<file path="src/rtl/add_16_pkg.sv">
// Shared constants and types for the 16-bit carry-lookahead adder.
//
// WIDTH      : operand/sum width (the adder is built for 16 bits only)
// GROUP      : bits handled by one cla4 lookahead group
// NUM_GROUPS : number of cla4 groups that tile the full width
// result_t   : bundle of everything the top registers each clock
package add_16_pkg;

  localparam int WIDTH      = 16;
  localparam int GROUP      = 4;
  localparam int NUM_GROUPS = WIDTH / GROUP;

  typedef struct packed {
    logic [WIDTH-1:0] sum;
    logic             cout;
    logic             ovf;
  } result_t;

endpackage

</file>
<file path="src/rtl/add_16_cla4.sv">
// cla4 -- one 4-bit carry-lookahead group.
//
// Produces the 4-bit sum slice for a given carry-in, plus the group
// propagate/generate pair used by the second-level lookahead in add_16.
//
// Ports:
//   a_i, b_i : 4-bit operand slices
//   c_i      : carry into bit 0 of this group
//   s_o      : 4-bit sum slice
//   p_o      : group propagate (carry-in passes through the whole group)
//   g_o      : group generate (group produces a carry on its own)
module cla4
  import add_16_pkg::*;
(
  input  logic [GROUP-1:0] a_i,
  input  logic [GROUP-1:0] b_i,
  input  logic             c_i,
  output logic [GROUP-1:0] s_o,
  output logic             p_o,
  output logic             g_o
);

  logic [GROUP-1:0] bitP;
  logic [GROUP-1:0] bitG;
  logic [GROUP-1:0] bitC;

  // Per-bit propagate/generate. XOR propagate lets the same signal
  // double as the half-sum.
  always_comb begin
    bitP = a_i ^ b_i;
    bitG = a_i & b_i;
  end

  // Every internal carry is expanded straight from c_i, so no carry
  // ripples from bit to bit inside the group.
  always_comb begin
    bitC[0] = c_i;
    bitC[1] = bitG[0] | (bitP[0] & c_i);
    bitC[2] = bitG[1] | (bitP[1] & bitG[0]) | (bitP[1] & bitP[0] & c_i);
    bitC[3] = bitG[2] | (bitP[2] & bitG[1]) | (bitP[2] & bitP[1] & bitG[0])
            | (bitP[2] & bitP[1] & bitP[0] & c_i);
  end

  // Sum slice and the group terms handed up to the second level.
  always_comb begin
    s_o = bitP ^ bitC;
    p_o = &bitP;
    g_o = bitG[3] | (bitP[3] & bitG[2]) | (bitP[3] & bitP[2] & bitG[1])
        | (bitP[3] & bitP[2] & bitP[1] & bitG[0]);
  end

endmodule

</file>
<file path="src/rtl/add_16.sv">
// add_16 -- 16-bit two-level carry-lookahead adder with registered copies.
//
// Four cla4 groups feed a second-level lookahead unit that forms the
// group carries directly from cin. sum/cout are purely combinational;
// sum_q/cout_q/ovf_q capture them every rising clk edge.
//
// Ports:
//   clk    : clock, registers update on rising edge
//   rst_n  : asynchronous active-low reset, clears registered outputs only
//   a, b   : unsigned 16-bit addends
//   cin    : carry-in
//   sum    : combinational a+b+cin mod 2^16
//   cout   : combinational carry-out (bit 16 of a+b+cin)
//   sum_q  : registered sum
//   cout_q : registered carry-out
//   ovf_q  : registered two's-complement overflow flag
module add_16 #(
  parameter int WIDTH = add_16_pkg::WIDTH
) (
  input  logic             clk,
  input  logic             rst_n,
  input  logic [WIDTH-1:0] a,
  input  logic [WIDTH-1:0] b,
  input  logic             cin,
  output logic [WIDTH-1:0] sum,
  output logic             cout,
  output logic [WIDTH-1:0] sum_q,
  output logic             cout_q,
  output logic             ovf_q
);

  import add_16_pkg::*;

  // The lookahead unit below is written out for exactly four groups.
  if (WIDTH != 16) begin : gWidthCheck
    $error("add_16 supports WIDTH=16 only");
  end

  logic [NUM_GROUPS-1:0] groupP;
  logic [NUM_GROUPS-1:0] groupG;
  logic [NUM_GROUPS:0]   groupCarry;
  logic                  carryInto15;
  result_t               result_d;
  result_t               result_q;

  for (genvar gi = 0; gi < NUM_GROUPS; gi++) begin : gGroup
    cla4 uCla4 (
      .a_i (a[gi*GROUP +: GROUP]),
      .b_i (b[gi*GROUP +: GROUP]),
      .c_i (groupCarry[gi]),
      .s_o (sum[gi*GROUP +: GROUP]),
      .p_o (groupP[gi]),
      .g_o (groupG[gi])
    );
  end

  // Second-level lookahead: each group carry is a flat sum of products
  // of cin and the group P/G terms, never chained through the previous
  // group's carry.
  always_comb begin
    groupCarry[0] = cin;
    groupCarry[1] = groupG[0] | (groupP[0] & cin);
    groupCarry[2] = groupG[1] | (groupP[1] & groupG[0])
                  | (groupP[1] & groupP[0] & cin);
    groupCarry[3] = groupG[2] | (groupP[2] & groupG[1])
                  | (groupP[2] & groupP[1] & groupG[0])
                  | (groupP[2] & groupP[1] & groupP[0] & cin);
    groupCarry[4] = groupG[3] | (groupP[3] & groupG[2])
                  | (groupP[3] & groupP[2] & groupG[1])
                  | (groupP[3] & groupP[2] & groupP[1] & groupG[0])
                  | (groupP[3] & groupP[2] & groupP[1] & groupP[0] & cin);
  end

  assign cout = groupCarry[NUM_GROUPS];

  // The carry into the MSB is recovered from the MSB sum bit itself
  // (s = a ^ b ^ c), which avoids exporting an extra carry from cla4.
  always_comb begin
    carryInto15   = a[WIDTH-1] ^ b[WIDTH-1] ^ sum[WIDTH-1];
    result_d.sum  = sum;
    result_d.cout = cout;
    result_d.ovf  = carryInto15 ^ cout;
  end

  // Output registers; reset clears them without touching sum/cout.
  always_ff @(posedge clk or negedge rst_n) begin
    if (!rst_n) begin
      result_q <= '0;
    end else begin
      result_q <= result_d;
    end
  end

  assign sum_q  = result_q.sum;
  assign cout_q = result_q.cout;
  assign ovf_q  = result_q.ovf;

endmodule

</file>
<file path="config.mk">
export PLATFORM = sky130hd
export DESIGN_NAME = add_16
export DESIGN_NICKNAME = d
export VERILOG_FILES = /design/src/rtl/add_16_pkg.sv /design/src/rtl/add_16_cla4.sv /design/src/rtl/add_16.sv
export SDC_FILE = /design/constraint.sdc
export NUM_CORES = 1
export LEC_CHECK = 0
export ABC_AREA = 0
export BUFFER_PORTS_ARGS = -buffer_cell sky130_fd_sc_hd__clkbuf_2
export CAP_MARGIN = 20
export CORE_ASPECT_RATIO = 1.1
export CORE_UTILIZATION = 40
export DETAILED_ROUTE_END_ITERATION = 10
export PLACE_DENSITY = 0.76
export SETUP_SLACK_MARGIN = 0.2
export SKIP_LAST_GASP = 1
export SLEW_MARGIN = 20
export SYNTH_ARGS = -nofsm -noshare
export SYNTH_HDL_FRONTEND = slang
export SYNTH_SLANG_ARGS = --single-unit
</file>
<file path="constraint.sdc">
create_clock -name clk -period 2.87 [get_ports clk]
set_clock_uncertainty 0.15 [all_clocks]
set_input_delay 0.574 -clock clk [delete_from_list [all_inputs] [get_ports clk]]
set_output_delay 0.574 -clock clk [all_outputs]
set_load 0.02 [all_outputs]
</file>
==> flow_metrics.tcl <==
set metrics [dict create \
    total_power_mw 1.06 \
    cts_tree "built" \
    critical_path.max_stage_delay_ns 0.31 \
    cts_buffers 3 \
    syn_to_final_growth_pct 67.4 \
    cpLargestDelayFamily "compound AO/OA/AOI/OAI gates" \
    io_buffers 69 \
    hold_path_class "input port to async pin" \
    synth_warnings 0 \
    drt_iter0_drc 10 \
    syn_inst 115 \
    firstDrtPassIters 4 \
    worstSetupStartpointType "input port" \
    grt_pass1_vias 1143 \
    violations "setup timing" \
    cts-root-buf "clkbuf_4" \
    path_class "input port to output port" \
    crit_chain "buf_8 > ha_4 > a211oi_4 > o21ai_2 > a22oi_2 > o21ai_2 > a221oi_4 > buf_4 > o21bai_2 > clkbuf_2" \
    highest_layer "met4" \
    hold_buffers 0 \
    async_flop_share 1.00 \
    drc_errors 0 \
    syn_area_per_cell_sq_um 11.0 \
    vdd_drop_max_mv 0.322 \
    crit_slowest_cell "a221oi_4" \
    wl_met1_um 1020 \
    hold_viol 0 \
    final_util 0.702 \
    mappedNetlistArea_sq_um 1270 \
    dr_wl_met3_um 131 \
    synth_area_leader_cell "dfrtp_1" \
    grt_max_degree 19 \
    cp.arrival_ns 2.26 \
    grt.overflow.total 0 \
    synth_nets 170 \
    final_layout_size_suffix_gt1_frac 0.712 \
    worstSetupEndpointType "output port" \
    ios 70 \
    via_per_inst 4.72 \
    met2_length_um 1820 \
    ys_top_cells_by_area "dfrtp_1, ha_1, buf_4" \
    rsz0062_at_grt "true" \
    synthDistinctLibCells 29 \
    tightestPinTransition_ns 0.483 \
    rows 21 \
    synth_top_area_frac 0.355 \
    fin_tns_setup_ns -0.814 \
    clock-sinks 18 \
    worstPathMaxFanout 3 \
    ys_seq_area_frac 0.355 \
    layout_common_cells "clkbuf_2, buf_4, dfrtp_1" \
    cts_buffer_depth 2 \
    cts_max_level 1 \
    critPathBufInv 3 \
    worstPathRequired_ns 2.15 \
    synth-main-ff-cell "dfrtp_1" \
    drtAntennaViolNets 0 \
    nets 262 \
    min_period_ns 2.99 \
    core_sq_um 3020 \
    wl_um 3010 \
    hold_ws_ns 0.0693 \
    vias 1127 \
    die_x_um 55.7 \
    gp_congestion 0.709 \
    synth_edf_count 0 \
    slew_violations 0 \
    power.leakage_nw 1.06 \
    cp_common_cell "o21ai_2" \
    grt_pass1_wl_um 4610 \
    power_density_nw_per_um2 500 \
    slew_headroom 0.678 \
    outcome "complete, but fails checks" \
    fmax_ghz 0.335 \
    drv_cap 0 \
    final_common_cell "clkbuf_2" \
    dp_hpwl_um 2490 \
    n_antenna_cell 0 \
    dieArea_sq_um 3400 \
    yosys_register_bits 18 \
    antenna_found_initial 0 \
    grtUsageTotal 0.176 \
    clkTransAtPathRegs_ns 0.10 \
    start_util 0.419 \
    setup_viol 10 \
    fin_crit_sh 1.04 \
    die_h_um 61.0 \
    fin_ws_ns -0.118 \
    wl_per_cell_um 12.6 \
]
## Yosys cell counts, types with 2 or more instances
cell type,number
a21o_2,2
dfrtp_1,18
nand2_1,2
ha_1,16
xnor2_1,5
inv_1,6
fa_1,4
o21ai_0,3
nor2_1,11
buf_4,16
a21oi_1,6
nor3_1,3
o21ai_2,2
xor2_1,6
## timing repair
action / 4_1_cts / 5_1_grt
setup endpoints to repair: 13 / 14
buffers inserted: 8 / 4
gates resized for setup: 25 / 34
pin swaps: 14 / 11
hold endpoints to repair: 0 / 0
## area by class of cell
type / instances / area [sq um]
sequential: 18 / 450
inverter: 6 / 22.5
timing repair buffer: 103 / 691
multi-input combinational: 75 / 893
clock buffer: 3 / 22.5
tap: 34 / 42.5
fill: 217 / 900
## state kept, by name (all words and copies together), names as in the netlist
name / cells
cout_q: 1
ovf_q: 1
sum_q: 16
## power breakdown
part | switching [mW] | leakage (nW) | internal (mW) | total (mW)
Clock | 0.0770 | 0.0138 | 0.0488 | 0.126
Sequential | 0.0135 | 0.211 | 0.304 | 0.317
Combinational | 0.320 | 0.837 | 0.299 | 0.619
Total | 0.411 | 1.06 | 0.651 | 1.06
## kinds of logic (layout without fill, tap and decap cells)
logic type / after synthesis / after routing / synth area share
muxes: 1 / 1 / 0.0118
xor gates and xnor gates: 11 / 11 / 0.0760
adders and majority gates: 20 / 20 / 0.221
AOI/OAI and AO/OA: 23 / 23 / 0.154
buffers and inverters: 22 / 112 / 0.113
and+or+nand+nor: 20 / 20 / 0.0691
DFF: 18 / 18 / 0.355
## through the flow
step / worst slack (ns) / cell area, sq um / instances
floorplan: 0.0531 / 1380 / 115
global placement: -0.198 / 1810 / 224
detailed placement: -0.264 / 1810 / 224
CTS: -0.185 / 1990 / 235
global route: -0.234 / 2120 / 239
finish: -0.118 / 2120 / 239
## final timing paths
| kind | start | end | slack [ns] | depth (start not counted) |
|---|---|---|---|---|
| max in group asynchronous | rst_n | sum_q[9] | 2.18 | 1 |
| max | a[0] | cout | -0.12 | 10 |
| min in group clk | b[12] | sum_q[12] | 0.50 | 2 |
| min | rst_n | sum_q[4] | 0.07 | 1 |
## per-layer routing
metal,vias up,track usage
li1,556,-
met1,530,0.171
met2,37,0.386
met3,4,0.0210
met4,0,0.0643
met5,-,0
Note: power is estimated with default switching activity, not from simulation.
